[config.mk]
export PLATFORM = sky130hd
export DESIGN_NAME = wb_uart_tx_fifo_flat
export DESIGN_NICKNAME = d
export VERILOG_FILES = /design/src/rtl/wb_uart_tx_fifo_pkg.sv /design/src/rtl/wb_uart_tx_fifo_if.sv /design/src/rtl/wb_uart_tx_fifo_sync_fifo.sv /design/src/rtl/wb_uart_tx_fifo.sv /design/src/flat_wrapper.sv
export SDC_FILE = /design/constraint.sdc
export NUM_CORES = 1
export LEC_CHECK = 0
export BUFFER_PORTS_ARGS = -buffer_cell sky130_fd_sc_hd__buf_4
export CAP_MARGIN = 40
export CORE_MARGIN = 4
export CORE_UTILIZATION = 59
export CTS_CLUSTER_SIZE = 16
export DETAILED_ROUTE_END_ITERATION = 8
export GPL_TIMING_DRIVEN = 0
export PLACE_DENSITY = 0.79
export SLEW_MARGIN = 20
export SYNTH_ARGS = -nofsm -noshare
export SYNTH_HDL_FRONTEND = slang
export SYNTH_SLANG_ARGS = --single-unit
[constraint.sdc]
create_clock -name wb_clk_i -period 3.19 [get_ports wb_clk_i]
set_input_delay 0.957 -clock wb_clk_i [delete_from_list [all_inputs] [get_ports wb_clk_i]]
set_output_delay 0.957 -clock wb_clk_i [all_outputs]
set_load 0.005 [all_outputs]
[src/rtl/wb_uart_tx_fifo_pkg.sv]
// Shared definitions for the Wishbone UART transmitter.
//   tx_state_e    : serialiser state encoding
//   PARITY_*      : parity mode selectors
//   STAT_*        : bit positions inside the status byte returned on reads
//   parity_bit()  : parity bit for the low dbits bits of a character
package wb_uart_pkg;

    typedef enum logic [2:0] {
        ST_IDLE   = 3'd0,
        ST_START  = 3'd1,
        ST_DATA   = 3'd2,
        ST_PARITY = 3'd3,
        ST_STOP   = 3'd4
    } tx_state_e;

    localparam int PARITY_NONE = 0;
    localparam int PARITY_ODD  = 1;
    localparam int PARITY_EVEN = 2;

    localparam int STAT_EMPTY     = 0;
    localparam int STAT_FULL      = 1;
    localparam int STAT_BUSY      = 2;
    localparam int STAT_LEVEL_LSB = 3;

    // Odd mode makes data+parity carry an odd number of ones, even mode an even number.
    function automatic logic parity_bit(input logic [7:0] data, input int dbits, input int mode);
        logic ones;
        ones = ^(data & (8'hFF >> (8 - dbits)));
        return (mode == PARITY_ODD) ? ~ones : ones;
    endfunction

endpackage

[src/rtl/wb_uart_tx_fifo_if.sv]
// Wishbone slave bus bundle for the UART transmitter.
//   wb_cyc_i/wb_stb_i : request qualifiers
//   wb_we_i           : 1 = queue character, 0 = read status
//   wb_dat_i          : character in
//   wb_dat_o          : status out
//   wb_ack_o          : single-cycle acknowledge
//   wb_stall_o        : pipelined-mode stall (TX queue full)
interface wb_uart_tx_fifo_if;
    logic       wb_cyc_i;
    logic       wb_stb_i;
    logic       wb_we_i;
    logic [7:0] wb_dat_i;
    logic [7:0] wb_dat_o;
    logic       wb_ack_o;
    logic       wb_stall_o;

    modport master (
        output wb_cyc_i, wb_stb_i, wb_we_i, wb_dat_i,
        input  wb_dat_o, wb_ack_o, wb_stall_o
    );

    modport slave (
        input  wb_cyc_i, wb_stb_i, wb_we_i, wb_dat_i,
        output wb_dat_o, wb_ack_o, wb_stall_o
    );
endinterface

[src/rtl/wb_uart_tx_fifo_sync_fifo.sv]
// Synchronous FIFO holding queued TX characters.
//   wb_clk_i, wb_rst_i : clock, synchronous active-high reset (flushes the queue)
//   i_push, i_wdata    : enqueue (ignored when full)
//   i_pop              : dequeue (ignored when empty)
//   o_rdata            : head entry, valid while !o_empty
//   o_full, o_empty    : registered-count flags
//   o_level            : number of entries, 0..DEPTH
module wb_sync_fifo #(
    parameter int WIDTH = 8,
    parameter int DEPTH = 4
) (
    input  logic                     wb_clk_i,
    input  logic                     wb_rst_i,
    input  logic                     i_push,
    input  logic [WIDTH-1:0]         i_wdata,
    input  logic                     i_pop,
    output logic [WIDTH-1:0]         o_rdata,
    output logic                     o_full,
    output logic                     o_empty,
    output logic [$clog2(DEPTH):0]   o_level
);
    localparam int AW = $clog2(DEPTH);
    localparam int LW = AW + 1;

    logic [WIDTH-1:0] r_mem [DEPTH];
    logic [AW-1:0]    r_wptr;
    logic [AW-1:0]    r_rptr;
    logic [LW-1:0]    r_count;
    logic             w_do_push;
    logic             w_do_pop;

    assign w_do_push = i_push & ~o_full;
    assign w_do_pop  = i_pop & ~o_empty;
    assign o_full    = (r_count == LW'(DEPTH));
    assign o_empty   = (r_count == '0);
    assign o_level   = r_count;
    assign o_rdata   = r_mem[r_rptr];

    // Pointer and occupancy bookkeeping; DEPTH is a power of two so pointers wrap naturally.
    always_ff @(posedge wb_clk_i) begin
        if (wb_rst_i) begin
            r_wptr  <= '0;
            r_rptr  <= '0;
            r_count <= '0;
        end else begin
            if (w_do_push) r_wptr <= r_wptr + AW'(1);
            if (w_do_pop)  r_rptr <= r_rptr + AW'(1);
            case ({w_do_push, w_do_pop})
                2'b10:   r_count <= r_count + LW'(1);
                2'b01:   r_count <= r_count - LW'(1);
                default: r_count <= r_count;
            endcase
        end
    end

    // Entry storage; contents need no reset because the count gates visibility.
    always_ff @(posedge wb_clk_i) begin
        if (w_do_push) r_mem[r_wptr] <= i_wdata;
    end

endmodule

[src/rtl/wb_uart_tx_fifo.sv]
// Wishbone UART transmitter with a TX queue; frames leave back-to-back.
//   wb_clk_i : clock
//   wb_rst_i : synchronous active-high reset (truncates frame, flushes queue)
//   wb       : Wishbone slave bundle (write = queue char, read = status byte
//              {level[4:0], busy, full, empty})
//   uart_tx  : registered serial line, idle high
module wb_uart_tx_fifo
    import wb_uart_pkg::*;
#(
    parameter int TICKS_PER_BAUD = 16,
    parameter int DATA_BITS      = 8,
    parameter int PARITY         = 0,
    parameter int STOP_BITS      = 1,
    parameter int FIFO_DEPTH     = 4
) (
    input  logic                wb_clk_i,
    input  logic                wb_rst_i,
    wb_uart_tx_fifo_if.slave    wb,
    output logic                uart_tx
);
    generate
        if (TICKS_PER_BAUD < 2 || TICKS_PER_BAUD > 65535 ||
            DATA_BITS < 5 || DATA_BITS > 8 ||
            PARITY < 0 || PARITY > 2 ||
            STOP_BITS < 1 || STOP_BITS > 2 ||
            FIFO_DEPTH < 2 || FIFO_DEPTH > 16 ||
            (FIFO_DEPTH & (FIFO_DEPTH - 1)) != 0) begin : g_bad_params
            $error("wb_uart_tx_fifo: illegal parameter value");
        end
    endgenerate

    localparam int CW = $clog2(TICKS_PER_BAUD);
    localparam int LW = $clog2(FIFO_DEPTH) + 1;
    localparam logic [CW-1:0] BAUD_LAST = CW'(TICKS_PER_BAUD - 1);
    localparam logic [2:0]    DATA_LAST = 3'(DATA_BITS - 1);
    localparam logic [2:0]    STOP_LAST = 3'(STOP_BITS - 1);

    tx_state_e       r_state;
    logic [CW-1:0]   r_baud_cnt;
    logic [2:0]      r_bit_idx;
    logic [7:0]      r_shift;
    logic            r_par;
    logic            r_tx;
    logic            r_ack;
    logic [7:0]      r_dat;

    logic            w_req;
    logic            w_wr;
    logic            w_rd;
    logic            w_pop;
    logic            w_full;
    logic            w_empty;
    logic            w_baud_end;
    logic            w_frame_end;
    logic [7:0]      w_fifo_data;
    logic [LW-1:0]   w_level;
    logic [7:0]      w_status;

    assign w_req       = wb.wb_cyc_i & wb.wb_stb_i;
    assign w_wr        = w_req & wb.wb_we_i & ~w_full;
    assign w_rd        = w_req & ~wb.wb_we_i;
    assign w_baud_end  = (r_baud_cnt == BAUD_LAST);
    assign w_frame_end = (r_state == ST_STOP) & w_baud_end & (r_bit_idx == STOP_LAST);
    // Pop either from idle or on the last stop edge so frames chain without a gap.
    assign w_pop       = ~w_empty & ((r_state == ST_IDLE) | w_frame_end);

    assign wb.wb_stall_o = w_full;
    assign wb.wb_ack_o   = r_ack;
    assign wb.wb_dat_o   = r_dat;
    assign uart_tx       = r_tx;

    wb_sync_fifo #(
        .WIDTH (8),
        .DEPTH (FIFO_DEPTH)
    ) u_fifo (
        .wb_clk_i (wb_clk_i),
        .wb_rst_i (wb_rst_i),
        .i_push   (w_wr),
        .i_wdata  (wb.wb_dat_i),
        .i_pop    (w_pop),
        .o_rdata  (w_fifo_data),
        .o_full   (w_full),
        .o_empty  (w_empty),
        .o_level  (w_level)
    );

    // Status byte assembled from the current registered state.
    always_comb begin
        w_status = 8'h00;
        w_status[STAT_EMPTY] = w_empty;
        w_status[STAT_FULL]  = w_full;
        w_status[STAT_BUSY]  = (r_state != ST_IDLE);
        w_status[STAT_LEVEL_LSB +: 5] = 5'(w_level);
    end

    // Wishbone response: one ack per accepted request, read data latched with it.
    always_ff @(posedge wb_clk_i) begin
        if (wb_rst_i) begin
            r_ack <= 1'b0;
            r_dat <= 8'h01;
        end else begin
            r_ack <= w_wr | w_rd;
            if (w_rd) r_dat <= w_status;
            else      r_dat <= r_dat;
        end
    end

    // Serialiser FSM; a pop always starts a new frame, regardless of current state.
    always_ff @(posedge wb_clk_i) begin
        if (wb_rst_i) begin
            r_state    <= ST_IDLE;
            r_baud_cnt <= '0;
            r_bit_idx  <= 3'd0;
            r_shift    <= 8'h00;
            r_par      <= 1'b0;
            r_tx       <= 1'b1;
        end else if (w_pop) begin
            r_state    <= ST_START;
            r_baud_cnt <= '0;
            r_bit_idx  <= 3'd0;
            r_shift    <= w_fifo_data;
            r_par      <= parity_bit(w_fifo_data, DATA_BITS, PARITY);
            r_tx       <= 1'b0;
        end else if (r_state == ST_IDLE) begin
            r_baud_cnt <= '0;
            r_tx       <= 1'b1;
        end else if (!w_baud_end) begin
            r_baud_cnt <= r_baud_cnt + CW'(1);
        end else begin
            r_baud_cnt <= '0;
            case (r_state)
                ST_START: begin
                    r_state   <= ST_DATA;
                    r_bit_idx <= 3'd0;
                    r_tx      <= r_shift[0];
                end
                ST_DATA: begin
                    if (r_bit_idx == DATA_LAST) begin
                        r_bit_idx <= 3'd0;
                        if (PARITY != PARITY_NONE) begin
                            r_state <= ST_PARITY;
                            r_tx    <= r_par;
                        end else begin
                            r_state <= ST_STOP;
                            r_tx    <= 1'b1;
                        end
                    end else begin
                        r_bit_idx <= r_bit_idx + 3'd1;
                        r_shift   <= {1'b0, r_shift[7:1]};
                        r_tx      <= r_shift[1];
                    end
                end
                ST_PARITY: begin
                    r_state   <= ST_STOP;
                    r_bit_idx <= 3'd0;
                    r_tx      <= 1'b1;
                end
                ST_STOP: begin
                    // Last stop bit with an empty queue: go idle (pop case handled above).
                    if (r_bit_idx == STOP_LAST) begin
                        r_state <= ST_IDLE;
                    end else begin
                        r_bit_idx <= r_bit_idx + 3'd1;
                    end
                    r_tx <= 1'b1;
                end
                default: begin
                    r_state <= ST_IDLE;
                    r_tx    <= 1'b1;
                end
            endcase
        end
    end

endmodule

[src/flat_wrapper.sv]
// flat-port wrapper written by rule: the top's interface ports become plain ports
module wb_uart_tx_fifo_flat import wb_uart_pkg::*;
#(
    parameter int TICKS_PER_BAUD = 16,
    parameter int DATA_BITS      = 8,
    parameter int PARITY         = 0,
    parameter int STOP_BITS      = 1,
    parameter int FIFO_DEPTH     = 4
)
  (wb_clk_i, wb_rst_i, uart_tx, wb_wb_cyc_i, wb_wb_stb_i, wb_wb_we_i, wb_wb_dat_i, wb_wb_dat_o, wb_wb_ack_o, wb_wb_stall_o);
  wb_uart_tx_fifo_if wb_i ();
  input  logic wb_clk_i;
  input  logic wb_rst_i;
  output logic uart_tx;
  input wire logic [$bits(wb_i.wb_cyc_i)-1:0] wb_wb_cyc_i;
  input wire logic [$bits(wb_i.wb_stb_i)-1:0] wb_wb_stb_i;
  input wire logic [$bits(wb_i.wb_we_i)-1:0] wb_wb_we_i;
  input wire logic [$bits(wb_i.wb_dat_i)-1:0] wb_wb_dat_i;
  output wire logic [$bits(wb_i.wb_dat_o)-1:0] wb_wb_dat_o;
  output wire logic [$bits(wb_i.wb_ack_o)-1:0] wb_wb_ack_o;
  output wire logic [$bits(wb_i.wb_stall_o)-1:0] wb_wb_stall_o;
  assign wb_i.wb_cyc_i = wb_wb_cyc_i;
  assign wb_i.wb_stb_i = wb_wb_stb_i;
  assign wb_i.wb_we_i = wb_wb_we_i;
  assign wb_i.wb_dat_i = wb_wb_dat_i;
  assign wb_wb_dat_o = wb_i.wb_dat_o;
  assign wb_wb_ack_o = wb_i.wb_ack_o;
  assign wb_wb_stall_o = wb_i.wb_stall_o;
  wb_uart_tx_fifo #(.TICKS_PER_BAUD(TICKS_PER_BAUD), .DATA_BITS(DATA_BITS), .PARITY(PARITY), .STOP_BITS(STOP_BITS), .FIFO_DEPTH(FIFO_DEPTH)) u_core (.wb_clk_i(wb_clk_i), .wb_rst_i(wb_rst_i), .wb(wb_i), .uart_tx(uart_tx));
endmodule
==> reports/qor.txt, run 1 <==
fin util = 0.698
post-CTS setup buffer count = 0
Setup TNS = 0 ns
largest net degree at the start of global routing = 14
Syn Std Cell Area = 2880 um2
PortBufs = 20
Crit Path Max Fanout = 10
Pwr Density = 766 nW/um2
VDD IR-drop max = 0.000427 V
r2r worst-path depth = 14
Worst R2R Start = u_core.r_bit_idx[0]
GRT Total Usage = 0.178
Post-synth top cells = dfxtp_1, edfxtp_1, nor2_1, nand2_1
CP endpoint = u_core.u_fifo.o_level[2]
Horiz. Die Dim = 77.9 um
number of buffers created by CTS = 9
top_reg_cell synth = dfxtp_1
Worst Hold Depth = 1
asr flop ratio synth = 0
grt met3 use = 0.0534
Post-synth EDFFs = 32
RSZ-0062 raised after global routing = false
terminus of the critical flop-to-flop path = u_core.u_fifo.o_level[2]
CTS tree = built
IO Pins = 24
vias in the first global route = 1797
Yosys top cell area share = 0.334
Routed wire per std cell = 14.5 um
CP Data Arrival Time = 3.13 ns
critical path endpoint category = flip-flop
HP Class = flip-flop to flip-flop
ANT nets after route = 0
largest family of logic cells by synthesized area = simple AND/OR/NAND/NOR gates
Syn Inst Count = 233
CTS resizes = 0
GPL Wtd Cong = 0.785
worst skew pair latency = 0.33 ns
gr busiest metal = met2
drt pass-1 iters = 4
final worst-path cycle share = 0.898
Area Overhead vs Synth = 14.5%
first-pass GRT wire length = 8.27 mm
sequential cell area fraction in the yosys report = 0.577
Fmax = 349 MHz
post-synthesis mux area share = 0.0908
initial core utilization = 0.610
most common cell in the netlist = dfxtp_1
Netlist cell types = 46
Slew Limit Fails = 0
share of layout cells above drive strength 1 = 0.219
DRT iter0 DRCs = 73
Leakage Power = 1.20 nW
post-DP HPWL = 3.60 mm
final critical-path required period = 2.87 ns
Via density = 5.25
Worst Skew = 0.00616 ns
Core Area = 4720 um2
top post-synthesis cells by area = edfxtp_1, dfxtp_1, mux4_2, ha_1, nor2_1
initial antenna violation count = 0
clk slew on worst S/H paths = 0.07 ns
# setup viols final = 0
row cnt = 25
worst path required time = 3.46 ns
Yosys Warn Count = 0
Max H-tree Level = 3
Avg Inst Size Synth = 12.4 um2
Synth Area in Compound Gates = 0.0826
status = complete, no violations
Worst Tran Pin Value = 0.657 ns
cts hold-fix bufs = 0
global route overflow = 0
max_slew headroom = 0.562
CTS sink cnt = 67
final net count = 288
Synth area leader = edfxtp_1
hold wc startpoint = u_core.r_baud_cnt[0]
die footprint = 6060 um2
Final Hold Vio Count = 0
simple-gate share of the synthesized area = 0.135
CTS max path bufs = 2
GR Layer Usage met2 = 0.294
n_diodes = 0
DR DRC count = 0
Root Driver = clkbuf_8
WL final = 4.89 mm
Setup crit start = u_core.r_bit_idx[0]
FF+latch count, synth = 67
Crit Path Class = flip-flop to flip-flop
Via Count = 1768
met1 Track Usage GR = 0.217
Post-Synth XOR/XNOR Area = 0.0213
Max-Cap Viols = 0
CP Launch Type = flip-flop
adder-cell share of the synthesized area = 0.0461
R2R Setup Slk = 0.32 ns
Die H = 77.9 um
-- report_power, final --
| group | internal (mW) | switching, mW |
|---|---|---|
| sequential | 1.01 | 0.0724 |
| clock | 0.285 | 0.323 |
| combinational | 0.390 | 0.447 |
-- flip-flops by register name (all words and copies together) (netlist names), named ones only --
name	flops
u_core.wb.wb_dat_o	6
u_core.u_fifo.r_rptr	2
u_core.r_state	3
u_core.wb.wb_ack_o	1
u_core.u_fifo.o_level	3
u_core.r_baud_cnt	4
u_core.r_shift	8
u_core.u_fifo.r_wptr	2
u_core.u_fifo.r_mem	32
u_core.uart_tx	1
u_core.r_bit_idx	3
-- how the worst min path moves through the flow --
stage                       endpoint  slack [ns]
2_1_floorplan   u_core.r_baud_cnt[0]        0.43
3_3_place_gp    u_core.r_baud_cnt[0]        0.45
3_5_place_dp   u_core.wb.wb_dat_o[0]        0.47
4_1_cts        u_core.wb.wb_dat_o[0]        0.49
5_1_grt        u_core.wb.wb_dat_o[0]        0.51
6_report        u_core.r_baud_cnt[0]        0.48
-- metrics by stage --
| step | cells | worst slack, ns | hold slack, ns | area (um2) | power [mW] |
|---|---|---|---|---|---|
| 2_1_floorplan | 234 | 0.562 | 0.433 | 2880 | 1.75 |
| 5_1_grt | 337 | 0.154 | 0.506 | 3300 | 2.68 |
| 4_1_cts | 337 | 0.302 | 0.487 | 3300 | 2.55 |
| 3_3_place_gp | 321 | 0.406 | 0.449 | 3120 | 1.90 |
| 3_5_place_dp | 321 | 0.322 | 0.470 | 3120 | 1.94 |
| 6_report | 337 | 0.324 | 0.483 | 3300 | 2.52 |
-- placed cells by master (no fill, tap or decap), types with 2 or more instances in the layout --
master,count
xor2_1,3
clkbuf_8,9
o21ai_0,5
dfxtp_1,35
buf_4,23
clkinv_4,5
edfxtp_1,32
nand2b_1,4
mux4_2,8
a311oi_1,6
clkbuf_1,5
conb_1,2
nor3b_1,4
mux2i_1,7
and2_1,5
nor2_1,28
nand2_1,15
and3_1,2
buf_1,2
nand3_1,3
ha_1,9
xnor2_1,4
a21oi_1,10
clkinvlp_4,2
nor3_1,9
inv_1,10
-- kinds of logic after synthesis --
kind of cell / Yosys count
compound gates: 30
xor+xnor: 7
fa+ha+maj: 10
buf+inv: 24
flops: 67
mux: 16
other cells: 1
simple gates: 78
-- layer usage --
layer  share of wire  up-vias
met3           0.036        2
met4          0.0041        0
met2            0.51       23
li1                -      898
met1            0.45      845
met5               0        -
-- final cells by class --
cell class / count / area (um2)
Fill cell: 337 / 1430
Multi-Input combinational cell: 143 / 1090
Timing Repair Buffer: 20 / 150
Clock buffer: 9 / 124
Tap cell: 67 / 83.8
Clock inverter: 7 / 55.1
Sequential cell: 67 / 1660
Inverter: 11 / 46.3
Buffer: 13 / 85.1
-- critical path: stages, from the launching register on --
cell,delay [ns]
dfxtp_1,0.31
inv_1,0.08
ha_1,0.15
nand2b_1,0.11
a211o_4,0.39
nand2b_4,0.15
buf_6,0.14
clkinv_4,0.07
buf_12,0.13
ha_1,0.19
inv_1,0.07
fa_1,0.38
xor2_1,0.18
or3_1,0.30
a21oi_1,0.14
Power figures use the tool's default switching activity.
==> inputs of run 2 (changes only) <==
- CELL_PAD_IN_SITES_DETAIL_PLACEMENT: not set -> 1
- CELL_PAD_IN_SITES_GLOBAL_PLACEMENT: not set -> 1
- CORE_ASPECT_RATIO: not set -> 1.1
- CORE_UTILIZATION: 59 -> 48
==> run 2 against run 1 <==
Compared with the run above:
- combinational power about the same
- clock skew grew 0.0058 ns
- wire length is 14% higher
- critical path type unchanged
- non-clock buffer count unchanged
- critical endpoint unchanged
- hold slack worse by 0.017 ns
==> reports/qor.txt, run 2 (synthesis results as in run 1) <==
status = complete, no violations (unchanged)
Setup WS pre-CTS = 0.312 ns (was 0.322 ns)
final net count = 288 (unchanged)
WL final = 5.59 mm (was 4.89 mm)
Max H-tree Level = 3 (unchanged)
IO Pins = 24 (unchanged)
CTS max path bufs = 2 (unchanged)
Area after DPL = 3130 um2 (was 3120 um2)
post-DP HPWL = 4.08 mm (was 3.60 mm)
post-CTS setup buffer count = 0 (unchanged)
GRT Total Usage = 0.179 (was 0.178)
Root Driver = clkbuf_8 (unchanged)
PortBufs = 20 (unchanged)
Setup TNS = 0 ns (unchanged)
Via density = 5.31 (was 5.25)
row cnt = 29 (was 25)
largest net degree at the start of global routing = 14 (unchanged)
Pwr Density = 790 nW/um2 (was 766 nW/um2)
Worst Tran Pin Value = 0.628 ns (was 0.657 ns)
Worst Hold Depth = 1 (unchanged)
Inst Count DP = 331 (was 321)
Fmax = 347 MHz (was 349 MHz)
internal power = 1.76 mW (was 1.68 mW)
area of the multi-input gates = 1090 um2 (unchanged)
initial core utilization = 0.496 (was 0.610)
slowest stage delay, CP = 0.39 ns (about the same)
register area = 1660 um2 (unchanged)
critical path endpoint category = flip-flop (unchanged)
Final Hold Vio Count = 0 (unchanged)
CTS resizes = 0 (unchanged)
Crit Path Class = flip-flop to flip-flop (unchanged)
crit-path cells = or2_4 -> a211o_4 -> nand2b_4 -> buf_6 -> clkinv_4 -> buf_12 -> ha_1 -> inv_1 -> fa_1 -> xor2_1 -> or3_1 -> a21oi_1 (was inv_1 -> ha_1 -> nand2b_1 -> a211o_4 -> nand2b_4 -> buf_6 -> clkinv_4 -> buf_12 -> ha_1 -> inv_1 -> fa_1 -> xor2_1 -> or3_1 -> a21oi_1)
Routed wire per std cell = 16.1 um (was 14.5 um)
Final Non-Filler Cells = 347 (was 337)
terminus of the critical flop-to-flop path = u_core.u_fifo.o_level[2] (unchanged)
Via Count = 1844 (was 1768)
Area Overhead vs Synth = 15.6% (was 14.5%)
initial antenna violation count = 0 (unchanged)
# setup viols final = 0 (unchanged)
Hold WS = 0.466 ns (was 0.483 ns)
worst path required time = 3.45 ns (was 3.46 ns)
Worst Skew = 0.0119 ns (was 0.00616 ns)
CTS tree = built (unchanged)
Horiz. Die Dim = 81.8 um (was 77.9 um)
vias in the first global route = 1930 (was 1797)
Comb power frac = 0.320 (was 0.332)
R2R Setup Slk = 0.30 ns (was 0.32 ns)
DR DRC count = 0 (unchanged)
fin util = 0.573 (was 0.698)
CP Launch Type = flip-flop (unchanged)
CTS sink cnt = 67 (unchanged)
Max-Cap Viols = 0 (unchanged)
Core Area = 5810 um2 (was 4720 um2)
drt pass-1 iters = 4 (unchanged)
share of layout cells above drive strength 1 = 0.219 (unchanged)
hold wc startpoint = u_core.r_baud_cnt[0] (unchanged)
worst skew pair latency = 0.35 ns (was 0.33 ns)
Leakage Power = 1.21 nW (was 1.20 nW)
die footprint = 7300 um2 (was 6060 um2)
CP Data Arrival Time = 3.15 ns (was 3.13 ns)
Final WS setup = 0.305 ns (was 0.324 ns)
Reg power frac = 0.411 (was 0.428)
Slew Limit Fails = 0 (unchanged)
Die H = 89.2 um (was 77.9 um)
final critical-path required period = 2.89 ns (was 2.87 ns)
switching share of power = 0.331 (was 0.334)
number of buffers created by CTS = 9 (unchanged)
clock network power share = 0.270 (was 0.241)
Slowest-stage cell, CP = dfxtp_1 (was a211o_4)
GPL Wtd Cong = 0.691 (was 0.785)
most frequent cells in the layout = dfxtp_1, edfxtp_1, nor2_1 (unchanged)
first-pass GRT wire length = 9.45 mm (was 8.27 mm)
DRT iter0 DRCs = 67 (was 73)
Hold Crit Endpoint = u_core.r_baud_cnt[0] (unchanged)
clk slew on worst S/H paths = 0.08 ns (was 0.07 ns)
Worst R2R Start = u_core.r_state[1] (was u_core.r_bit_idx[0])
Pwr Total = 2.63 mW (was 2.52 mW)
HP Class = flip-flop to flip-flop (unchanged)
Biggest register = u_core.u_fifo.r_mem (unchanged)
r2r worst-path depth = 12 (was 14)
sw power = 0.870 mW (was 0.842 mW)
global route overflow = 0 (unchanged)
VDD IR-drop max = 0.000513 V (was 0.000427 V)
commonest non-fill, non-tap cell in the layout = dfxtp_1 (unchanged)
n_diodes = 0 (unchanged)
Crit Path Max Fanout = 10 (unchanged)
final worst-path cycle share = 0.904 (was 0.898)
cts hold-fix bufs = 0 (unchanged)
RSZ-0062 raised after global routing = false (unchanged)
max_slew headroom = 0.582 (was 0.562)
ANT nets after route = 0 (unchanged)
Largest register FFs = 32 (unchanged)
design area = 3330 um2 (was 3300 um2)
Fill cells = 608 (was 337)
==> run 2: cell types whose count changed in the layout (fill, tap and decap cells not counted) <==
cell / previous run / this run
clkinv_4: 5 / 1
clkinvlp_4: 2 / 3
bufinv_16: 0 / 1
inv_6: 0 / 2
==> run 2: critical path, delay by kind of cell, from the launching register on <==
family	cells	cell delay, ns
AOI/OAI and AO/OA	2	0.48
and+or+nand+nor	3	0.76
DFF	1	0.39
buffers and inverters	4	0.40
xor gates and xnor gates	1	0.18
adders and majority gates	2	0.56
==> run 2: metal layers <==
metal	track usage	share of wire	vias up
li1	-	-	893
met5	0	0	-
met4	0.0952	0.022	0
met3	0.0333	0.020	11
met2	0.306	0.53	22
met1	0.212	0.43	918
==> run 2: cell type report <==
cell class	count	share of cell area
clock buffer	9	0.0372
buffer	13	0.0256
multi-input combinational	143	0.327
clock inverter	7	0.0226
timing repair buffer	20	0.0451
inverter	11	0.0139
sequential	67	0.499
tap	77	0.0289
==> run 2: power groups by stage <==
stage          Combinational, mW  Clock, mW  Sequential (mW)
5_1_grt                    0.940      0.771             1.10
3_5_place_dp               0.858          0             1.10
6_report                   0.840      0.710             1.08
4_1_cts                    0.861      0.727             1.08
2_1_floorplan              0.671          0             1.08
3_3_place_gp               0.834          0             1.09
==> run 2: how the worst max path moves through the flow <==
stage                   startpoint                       end  slack [ns]
5_1_grt        u_core.r_bit_idx[0]  u_core.u_fifo.o_level[2]        0.16
2_1_floorplan    u_core.r_state[1]  u_core.u_fifo.o_level[2]        0.56
6_report         u_core.r_state[1]  u_core.u_fifo.o_level[2]        0.30
3_5_place_dp   u_core.r_bit_idx[0]  u_core.u_fifo.o_level[2]        0.31
3_3_place_gp     u_core.r_state[1]  u_core.u_fifo.o_level[2]        0.39
4_1_cts        u_core.r_bit_idx[0]  u_core.u_fifo.o_level[2]        0.28
==> inputs of run 3 (changes only) <==
- ABC_AREA: not set -> 1
- CORE_MARGIN: 4 -> 1
- CORE_UTILIZATION: 48 -> 45
- PLACE_DENSITY: 0.79 -> 0.78
==> run 3 against run 2 <==
Compared with the run above:
- sequential power about the same
- hold slack got worse by 0.010 ns
- flip-flop and latch count is the same
- combinational power decreased by 12%
- synthesized cell count increased by 45%
- critical path depth decreased by 1
- non-clock buffer count fell by 2
- global-route usage increased by 3.5 points
- critical path type is now input port to flip-flop
- highest routed layer unchanged
==> reports/qor.txt, run 3 <==
status = complete, no violations (unchanged)
DR DRC count = 0 (unchanged)
max_slew headroom = 0.471 (was 0.582)
PortBufs = 21 (was 20)
r2r worst-path depth = 12 (unchanged)
Post-synth top cells = nand2_1, nor2_1, inv_1, dfxtp_1, edfxtp_1 (was dfxtp_1, edfxtp_1, nor2_1, nand2_1)
most frequent cells in the layout = nand2_1, nor2_1, inv_1 (was dfxtp_1, edfxtp_1, nor2_1)
highest routing layer actually used = met4 (unchanged)
Horiz. Die Dim = 80.0 um (was 81.8 um)
IO Pins = 24 (unchanged)
CP delay by family, top = adder cells (was simple AND/OR/NAND/NOR gates)
final worst-path cycle share = 0.738 (was 0.904)
clk slew on worst S/H paths = 0.08 ns (about the same)
post-CTS setup buffer count = 0 (unchanged)
FF+latch count, synth = 67 (unchanged)
Setup TNS = 0 ns (unchanged)
asr flop ratio synth = 0 (unchanged)
CTS resizes = 0 (unchanged)
Post-synth EDFFs = 32 (unchanged)
Leakage Power = 1.54 nW (was 1.21 nW)
worst path required time = 3.48 ns (was 3.45 ns)
largest net degree at the start of global routing = 14 (unchanged)
DRT iter0 DRCs = 55 (was 67)
cts hold-fix bufs = 0 (unchanged)
final critical-path required period = 2.35 ns (was 2.89 ns)
CTS sink cnt = 67 (unchanged)
Worst Tran Pin Value = 0.790 ns (was 0.628 ns)
HP Class = flip-flop to flip-flop (unchanged)
Pwr Density = 742 nW/um2 (was 790 nW/um2)
Syn Inst Count = 339 (was 233)
global route overflow = 0 (unchanged)
Yosys Warn Count = 0 (unchanged)
worst skew pair latency = 0.36 ns (was 0.35 ns)
CP Depth = 11 (was 12)
WL final = 6.50 mm (was 5.59 mm)
sequential cell area fraction in the yosys report = 0.551 (was 0.577)
commonest non-fill, non-tap cell in the layout = nand2_1 (was dfxtp_1)
RSZ-0062 raised after global routing = false (unchanged)
R2R Setup Slk = 0.86 ns (was 0.30 ns)
number of buffers created by CTS = 9 (unchanged)
drt pass-1 iters = 4 (unchanged)
Area Overhead vs Synth = 16.1% (was 15.6%)
CTS max path bufs = 2 (unchanged)
final net count = 395 (was 288)
GRT Total Usage = 0.214 (was 0.179)
Root Driver = clkbuf_8 (unchanged)
Max-Cap Viols = 0 (unchanged)
Inst Count DP = 441 (was 331)
CP bufs+invs = 3 (was 4)
most common cell in the netlist = nand2_1 (was dfxtp_1)
# setup viols final = 0 (unchanged)
share of layout cells above drive strength 1 = 0.170 (was 0.219)
Via density = 4.91 (was 5.31)
Core Area = 6310 um2 (was 5810 um2)
slowest stage delay, CP = 0.37 ns (was 0.39 ns)
Slowest-stage cell, CP = fa_1 (was dfxtp_1)
Pwr Total = 2.60 mW (was 2.63 mW)
Setup WS pre-CTS = 0.458 ns (was 0.312 ns)
Max H-tree Level = 3 (unchanged)
Setup crit start = wb_wb_cyc_i (was u_core.r_state[1])
Fmax = 425 MHz (was 347 MHz)
top post-synthesis cells by area = edfxtp_1, dfxtp_1, nand2_1, nor2_1, inv_1 (was edfxtp_1, dfxtp_1, mux4_2, ha_1, nor2_1)
vias in the first global route = 2346 (was 1930)
row cnt = 30 (was 29)
Synth area leader = edfxtp_1 (unchanged)
Via Count = 2246 (was 1844)
Largest register FFs = 32 (unchanged)
Biggest register = u_core.u_fifo.r_mem (unchanged)
initial antenna violation count = 0 (unchanged)
Worst Skew = 0.00983 ns (was 0.0119 ns)
Netlist cell types = 31 (was 46)
ANT nets after route = 0 (unchanged)
CP Launch Type = input port (was flip-flop)
GPL Wtd Cong = 0.745 (was 0.691)
critical path endpoint category = flip-flop (unchanged)
Syn Std Cell Area = 3010 um2 (was 2880 um2)
Final Hold Vio Count = 0 (unchanged)
Die H = 87.8 um (was 89.2 um)
Worst R2R Start = u_core.r_baud_cnt[0] (was u_core.r_state[1])
CP endpoint = u_core.u_fifo.o_level[2] (unchanged)
Routed met2 length = 3.17 mm (was 2.96 mm)
Crit Path Class = input port to flip-flop (was flip-flop to flip-flop)
initial core utilization = 0.478 (was 0.496)
CP Data Arrival Time = 2.65 ns (was 3.15 ns)
VDD IR-drop max = 0.000458 V (was 0.000513 V)
CTS tree = built (unchanged)
terminus of the critical flop-to-flop path = u_core.u_fifo.o_level[2] (unchanged)
crit-path cells = buf_4 -> nand2_1 -> inv_1 -> nand3_1 -> ha_1 -> inv_1 -> fa_1 -> o21ai_0 -> a21o_1 -> o21ai_0 -> a21oi_1 (was or2_4 -> a211o_4 -> nand2b_4 -> buf_6 -> clkinv_4 -> buf_12 -> ha_1 -> inv_1 -> fa_1 -> xor2_1 -> or3_1 -> a21oi_1)
n_diodes = 0 (unchanged)
Slew Limit Fails = 0 (unchanged)
Final WS setup = 0.836 ns (was 0.305 ns)
first-pass GRT wire length = 11.0 mm (was 9.45 mm)
met1 wire length = 3.05 mm (was 2.39 mm)
die footprint = 7030 um2 (was 7300 um2)
post-DP HPWL = 4.60 mm (was 4.08 mm)
Hold WS = 0.456 ns (was 0.466 ns)
WL met3 = 151 um (was 111 um)
Final Non-Filler Cells = 457 (was 347)
Yosys top cell area share = 0.319 (was 0.334)
Avg Inst Size Synth = 8.89 um2 (was 12.4 um2)
Crit Path Max Fanout = 9 (was 10)
Routed wire per std cell = 14.2 um (was 16.1 um)
top_reg_cell synth = dfxtp_1 (unchanged)
[run 3: cell families after synthesis]
kind of cell,Yosys count,share of synthesized area
other,1,0.00124
AND/OR/NAND/NOR,144,0.211
adder cells (fa/ha/maj),10,0.0440
AO/OA/AOI/OAI,53,0.100
XOR/XNOR,3,0.00872
flip-flops,67,0.551
buffers and inverters,61,0.0838
[run 3: layer usage]
layer / global-route usage / up-vias
met1: 0.263 / 1058
met2: 0.360 / 27
met4: 0.0974 / 0
met5: 0 / -
met3: 0.0469 / 11
li1: - / 1150
[run 3: cell type report]
class                           count  area [um2]
Timing Repair Buffer               21         158
Fill cell                         755        2810
Tap cell                           80         100
Sequential cell                    67        1660
Buffer                             10        61.3
Multi-Input combinational cell    212        1100
Clock inverter                      7         100
Clock buffer                        9         124
Inverter                           51         191
[run 3: report_power, final]
group	internal, mW	switching, mW
Sequential	0.993	0.0598
Clock	0.444	0.361
Combinational	0.262	0.476
[run 3: how the worst min path moves through the flow]
stage	start	endpoint	slack (ns)	depth (start not counted)
floorplan	u_core.r_baud_cnt[0]	u_core.r_baud_cnt[0]	0.42	1
global placement	u_core.r_baud_cnt[0]	u_core.r_baud_cnt[0]	0.43	1
detailed placement	u_core.r_baud_cnt[0]	u_core.r_baud_cnt[0]	0.45	1
CTS	u_core.u_fifo.o_level[0]	u_core.u_fifo.o_level[0]	0.46	1
global route	u_core.r_baud_cnt[0]	u_core.r_baud_cnt[0]	0.49	1
finish	u_core.r_baud_cnt[0]	u_core.r_baud_cnt[0]	0.46	1
[run 3: worst reg2reg max path: cells and delay by family (launching register included)]
family / cells / cell delay, ns
buffers and inverters: 2 / 0.20
adder cells (fa/ha/maj): 3 / 0.75
AND/OR/NAND/NOR: 3 / 0.42
flip-flops: 1 / 0.36
AO/OA/AOI/OAI: 4 / 0.53
[run 3: stage by stage]
| stage | util | cell area, um2 |
|---|---|---|
| 2_1_floorplan | - | 3020 |
| 3_3_place_gp | 0.519 | 3280 |
| 3_5_place_dp | 0.519 | 3280 |
| 4_1_cts | 0.555 | 3500 |
| 5_1_grt | 0.555 | 3500 |
| 6_report | 0.555 | 3500 |
